### src/rtl/alu_arbiter.sv
// Two-requester round-robin front end for a shared multi-cycle ALU, one transaction in flight.
// Optional WAIT watchdog enabled by defining ALU_ARB_TIMEOUT_EN (limit set by TIMEOUT).
module alu_arbiter #(
    parameter int DATA_W  = 8,
    parameter int TIMEOUT = 64
) (
    input  logic                clk,
    input  logic                rst_n,
    input  logic [1:0]          req_valid,
    input  logic [3:0]          req_op,
    input  logic [2*DATA_W-1:0] req_a,
    input  logic [2*DATA_W-1:0] req_b,
    output logic [1:0]          req_ready,
    output logic [1:0]          rsp_valid,
    input  logic [1:0]          rsp_ready,
    output logic [2*DATA_W-1:0] rsp_data,
    output logic                rsp_err,
    output logic                alu_start,
    output logic [1:0]          alu_op,
    output logic [DATA_W-1:0]   alu_a,
    output logic [DATA_W-1:0]   alu_b,
    input  logic                alu_done,
    input  logic [2*DATA_W-1:0] alu_result,
    output logic                alu_abort,
    output logic                busy
);
    // state  | meaning
    // IDLE   | waiting for a request, grant and capture operands
    // ISSUE  | one-cycle alu_start pulse
    // WAIT   | waiting for alu_done (or watchdog expiry)
    // RESP   | rsp_valid to granted requester until its rsp_ready
    localparam logic [1:0] S_IDLE  = 2'd0;
    localparam logic [1:0] S_ISSUE = 2'd1;
    localparam logic [1:0] S_WAIT  = 2'd2;
    localparam logic [1:0] S_RESP  = 2'd3;

    logic [1:0]          state_q, state_d;
    logic                gnt_q, gnt_d;
    logic                rr_q, rr_d;
    logic [1:0]          op_q, op_d;
    logic [DATA_W-1:0]   a_q, a_d;
    logic [DATA_W-1:0]   b_q, b_d;
    logic [2*DATA_W-1:0] data_q, data_d;
    logic                err_q, err_d;

    logic                sel;
    logic                accept;
    logic                to_hit;
    logic                alu_drive;
    logic [1:0]          sel_op;
    logic [DATA_W-1:0]   sel_a;
    logic [DATA_W-1:0]   sel_b;

    // rr_q names the requester that wins when both are asking
    always_comb begin
        sel = rr_q;
        if (req_valid == 2'b01) begin
            sel = 1'b0;
        end else if (req_valid == 2'b10) begin
            sel = 1'b1;
        end
    end

    assign accept = (state_q == S_IDLE) && (req_valid != 2'b00);
    assign sel_op = sel ? req_op[3:2] : req_op[1:0];
    assign sel_a  = sel ? req_a[2*DATA_W-1:DATA_W] : req_a[DATA_W-1:0];
    assign sel_b  = sel ? req_b[2*DATA_W-1:DATA_W] : req_b[DATA_W-1:0];

`ifdef ALU_ARB_TIMEOUT_EN
    localparam int CNT_W = (TIMEOUT > 1) ? $clog2(TIMEOUT) : 1;
    logic [CNT_W-1:0] cnt_q;

    // Loaded in ISSUE so terminal count lands on the TIMEOUT-th WAIT cycle
    always_ff @(posedge clk or negedge rst_n) begin
        if (!rst_n) begin
            cnt_q <= '0;
        end else if (state_q == S_ISSUE) begin
            cnt_q <= CNT_W'(TIMEOUT - 1);
        end else if ((state_q == S_WAIT) && (cnt_q != '0)) begin
            cnt_q <= cnt_q - CNT_W'(1);
        end
    end

    assign to_hit = (state_q == S_WAIT) && !alu_done && (cnt_q == '0);
`else
    // No watchdog: folds to constant 0
    assign to_hit = (TIMEOUT < 0);
`endif

    always_comb begin
        state_d = state_q;
        gnt_d   = gnt_q;
        rr_d    = rr_q;
        op_d    = op_q;
        a_d     = a_q;
        b_d     = b_q;
        data_d  = data_q;
        err_d   = err_q;
        case (state_q)
            S_IDLE: begin
                if (accept) begin
                    gnt_d = sel;
                    op_d  = sel_op;
                    a_d   = sel_a;
                    b_d   = sel_b;
                    if ((sel_op == 2'b11) && (sel_b == '0)) begin
                        data_d  = '1;
                        err_d   = 1'b1;
                        state_d = S_RESP;
                    end else begin
                        state_d = S_ISSUE;
                    end
                end
            end
            S_ISSUE: state_d = S_WAIT;
            S_WAIT: begin
                if (alu_done) begin
                    data_d  = alu_result;
                    err_d   = 1'b0;
                    state_d = S_RESP;
                end else if (to_hit) begin
                    data_d  = '0;
                    err_d   = 1'b1;
                    state_d = S_RESP;
                end
            end
            S_RESP: begin
                if (rsp_ready[gnt_q]) begin
                    rr_d    = ~gnt_q;
                    state_d = S_IDLE;
                end
            end
            default: state_d = S_IDLE;
        endcase
    end

    always_ff @(posedge clk or negedge rst_n) begin
        if (!rst_n) begin
            state_q <= S_IDLE;
            gnt_q   <= 1'b0;
            rr_q    <= 1'b0;
            op_q    <= '0;
            a_q     <= '0;
            b_q     <= '0;
            data_q  <= '0;
            err_q   <= 1'b0;
        end else begin
            state_q <= state_d;
            gnt_q   <= gnt_d;
            rr_q    <= rr_d;
            op_q    <= op_d;
            a_q     <= a_d;
            b_q     <= b_d;
            data_q  <= data_d;
            err_q   <= err_d;
        end
    end

    // req_ready is combinational from req_valid, so reset must mask it explicitly
    assign req_ready = (rst_n && accept) ? (sel ? 2'b10 : 2'b01) : 2'b00;
    assign rsp_valid = (state_q == S_RESP) ? (gnt_q ? 2'b10 : 2'b01) : 2'b00;
    assign rsp_data  = data_q;
    assign rsp_err   = err_q;
    assign alu_drive = (state_q == S_ISSUE) || (state_q == S_WAIT);
    assign alu_start = (state_q == S_ISSUE);
    assign alu_op    = alu_drive ? op_q : '0;
    assign alu_a     = alu_drive ? a_q : '0;
    assign alu_b     = alu_drive ? b_q : '0;
    assign alu_abort = to_hit;
    assign busy      = (state_q != S_IDLE);

endmodule

### config.mk
export PLATFORM = sky130hd
export DESIGN_NAME = alu_arbiter
export DESIGN_NICKNAME = d
export VERILOG_FILES = /design/src/rtl/alu_arbiter.sv
export SDC_FILE = /design/constraint.sdc
export NUM_CORES = 1
export LEC_CHECK = 0
export ABC_AREA = 1
export CAP_MARGIN = 20
export CORE_MARGIN = 2
export CORE_UTILIZATION = 42
export DETAILED_ROUTE_END_ITERATION = 10
export GPL_TIMING_DRIVEN = 1
export PLACE_DENSITY = 0.93
export SLEW_MARGIN = 0
export SYNTH_ARGS = -nofsm -noshare
export SYNTH_HDL_FRONTEND = slang
export SYNTH_SLANG_ARGS = --single-unit
export TNS_END_PERCENT = 50
### constraint.sdc
create_clock -name clk -period 6.03 [get_ports clk]
set_clock_uncertainty 0.2 [all_clocks]
set_input_delay 0.9045 -clock clk [delete_from_list [all_inputs] [get_ports clk]]
set_output_delay 0.9045 -clock clk [all_outputs]
set_load 0.005 [all_outputs]
# After elaboration in Yosys (flattened, before gate mapping)
# Index checks and enable logic that the tools add are counted.
# totals
in_bits	59
wordCells	60
out_inout_bits	42
reg_bits	39
# op_classes
mux	27
eq_ne	10
bitwise	1
order_cmp	1
n_reduce_logical	13
# ops
cell	count
$mux W16	3
$mux W8	4
$pmux W16 S2	1
$mux W2	10
$eq A2 B2 Y1 const B	4
$logic_not A8 Y1	1
$pmux W2 S4	1
$mux W1	7
$ne A2 B2 Y1 const B	3
$reduce_bool A2 Y1	3
$eq A2 B1 Y1 const B	2
$reduce_and A2 Y1	2
$reduce_and A4 Y1	1
$logic_and A1 B1 Y1	3
$reduce_and A3 Y1	1
$logic_not A2 Y1	1
$lt A1 B2 Y1 const B	1
$ne A2 B1 Y1 const B	1
$pmux W1 S2	1
$logic_or A1 B1 Y1	1
$not A1 Y1	1

# Longest topological paths before layout
# depth
word_depth	9
mapped_depth	14
mapped_depth_nobuf	12

# Least setup slack after synthesis
# No wires, ideal clock.
# synth_path
path_type	in2out
start	input port req_valid[1]
end	output port req_ready[1]
arrival_time_ns	1.512
cell_stages	7
path_buffers	1
slack_ns	3.413
cell_sequence	nand2_1 nand2_4 nand2_2 buf_6 inv_4 nand2_1 nor2_1
# synth_between
elab_chain_cells	5
# synth_lines
item	line	rtl
start: declaration	9	input logic [1:0] req_valid,
$eq A2 B2 Y1	59	end else if (req_valid == 2'b10) begin
$mux W1	59	
$mux W1	57	if (req_valid == 2'b01) begin
$mux W2	160	assign req_ready = (rst_n && accept) ? (sel ? 2'b10 : 2'b01) : 2'b00;
$mux W2 *	160	
end: declaration	13	output logic [1:0] req_ready,
# Every way passes the cells marked *; elsewhere a longest branch is shown, timed or not.

# Worst setup path in the final report
# Ends and elaborated chain as after synthesis.

==> reports/results.ini <==
[status]
status = complete, no violations

[synth]
synth_compound_area_share_pct = 8.19
yosys.area_share.simple_pct = 34.3
synth_area_leaders = dfrtp_1 (44%), nand2_1 (17%), inv_1 (6.6%)
syn-mean-instance-area_um2 = 7.33
yosysTopAreaCellShare_pct = 44.1
ys_ff_latch = 39
synth_top_family_by_area = simple AND/OR/NAND/NOR gates
muxShareOfSynthArea_pct = 0
synth_xor_area_share_pct = 0
yosys.area_share.adder_pct = 2.82
yosys_warnings = 0
async_reset_ff_share_pct = 100
ys.flop_type = dfrtp_1
synth-edff-count = 0
seq_area_frac_synth_pct = 44.1
ys_types = 25
syn-cell-area_mm2 = 0.00221
syn_inst = 302
yosysTopAreaCell = dfrtp_1
syn-num-nets = 366

[global_routing]
grtUsageTotal_pct = 20.9
antenna_found_initial = 0
grt_max_degree = 41
grt_first_pass_wirelength_um = 9980
overflow = 0
grt_pass1_vias = 2138

[timing]
fin_crit_ns = 3.90
setup_ws_ns = 2.13
hold_violations = 0
holdWs_ns = 0.277
slew_headroom_pct = 40.8
fmax_mhz = 256
finalSetupTns_ns = 0
setup_viol = 0
period_share_pct = 64.7
rsz0062_at_grt = no
finalMaxSlewViolations = 0
tightest_slew_ns = 0.888

[setup_path]
startpoint_type = input port
reg2reg_depth = 9
rrSetupSlack_ns = 3.37
end_kind = output port
rr_startpoint = state_q[0]
path_max_fanout = 20
worstSetupPathType = input port to output port
r2r-end = rsp_data[15]
crit_arrival_ns = 2.80
worstPathRequired_ns = 4.93
crit_end = req_ready[1]
startpoint = req_valid[1]

[final_layout]
area_delta_synth_final_pct = 50.7
drive_gt1_share_pct = 9.07
nNetsFinal = 460
antenna_cells = 0

[clock_tree]
clk_pin_slew_ns = 0.08
cts_tree = built
holdBufCountCts = 0
clk_latency_ns = 0.29
cts_max_level = 2
numCtsBuffers = 5
post_cts_resize_count = 0
cts_buffer_depth = 2
cts.sinks = 39
cts_setup_buffers = 0
root_buffer = clkbuf_8

[route]
first_pass_iters = 4
drc_errors = 0
routedWlPerCell_um = 13.0
vias = 2247
route.final.wire_length_um = 6060
drtIter0Drc = 125
vias_per_cell = 4.81
drtAntennaViolNets = 0

[place]
gp_congestion = 0.836
portBuffers = 99
hpwl_um = 4600
pre_cts_slack_ns = 2.16

[power_and_ir_drop]
p_leak_nw = 1.67
powerDensity_mw_per_mm2 = 522
peakVddDrop_mv = 0.300

[floorplan]
core_mm2 = 0.00511
io-pin-count = 101
die_x_um = 76.6
rows = 26
die-area_mm2 = 0.00587
die_h_um = 76.6
start_util_pct = 43.4

[flow_run]
drv_cap = 0

[worst_hold_path]
hold_class = flip-flop to flip-flop

-- worst min-delay path by stage --
stage,slack (ns),endpoint,from,depth (start not counted)
after floorplan,0.25,b_q[1],b_q[1],2
after global placement,0.25,rsp_data[6],rsp_data[6],2
after detailed placement,0.26,rsp_data[4],rsp_data[4],2
after CTS,0.28,rsp_data[4],rsp_data[4],2
after global routing,0.31,rsp_data[4],rsp_data[4],2
final,0.28,rsp_data[2],rsp_data[2],2
-- routing by layer --
metal  vias to the layer above  GRT usage [%]  wire, um
met5                         -              0         0
met1                      1036           25.9      2600
li1                       1108              -         -
met2                        95           36.5      3000
met4                         0           4.91        73
met3                         8           5.21       375
-- Yosys cell counts, drive strengths merged, types with 3 or more instances --
library cell / instances
clkbuf: 6
buf: 7
ha: 5
nand3b: 6
dfrtp: 39
nand3: 22
a31oi: 3
inv: 41
o21ai: 14
a21oi: 17
or2: 17
nand2: 106
nor2: 16
-- state kept, by name (all words and copies together), names as in the netlist --
register	cells
rsp_data	16
op_q	2
rsp_err	1
gnt_q	1
b_q	8
a_q	8
rr_q	1
state_q	2
-- through the flow --
step | power (mW) | util (%) | std cells | cell area [um2]
CTS | 1.75 | 65.4 | 467 | 3340
floorplan | 1.05 | - | 302 | 2210
global placement | 1.48 | 63.1 | 459 | 3220
detailed placement | 1.52 | 63.1 | 459 | 3220
finish | 1.74 | 65.4 | 467 | 3340
global route | 1.89 | 65.4 | 467 | 3340
-- layout by cell type (no fill, tap or decap), types with 2 or more instances in the layout --
cell type        Yosys  layout
a21oi_1             17      17
a31oi_1              3       3
clkbuf_8             0       6
clkdlybuf4s50_1      0      98
dfrtp_1             39      39
ha_1                 5       5
inv_1               39      39
nand2_1            101     101
nand2_2              2       2
nand2_4              3       3
nand3_1             21      21
nand3b_1             6       6
nor2_1              15      15
o21ai_0             13      13
or2_2               17      17
-- where the power goes --
group	total, mW	switching [mW]	internal (mW)
clock network	0.229	0.0953	0.134
registers	0.481	0.0780	0.403
logic	1.03	0.519	0.512
-- critical path, stage by stage --
cell	delay, ns
clkdlybuf4s50_1	0.49
inv_2	0.06
nand2_2	0.16
nand2_2	0.28
inv_4	0.19
nand2_1	0.08
nor2_1	0.12
clkdlybuf4s50_1	0.52
-- cells by family (layout without fill, tap and decap cells) --
group                    after synthesis  in the layout
AO/OA/AOI/OAI                         35             35
AND/OR/NAND/NOR                      168            168
flip-flops                            39             39
adder cells (fa/ha/maj)                5              5
other                                  1              1
buffers and inverters                 54            149
-- final cells by class --
class / count / area (um2)
multi-input cells: 209 / 1010
clock inverters: 2 / 35.0
fillers: 441 / 1770
inverters: 41 / 156
clock buffers: 6 / 82.6
well taps: 70 / 87.6
flip-flops and latches: 39 / 976
repair buffers: 100 / 993
(Power assumes the default switching activity.)
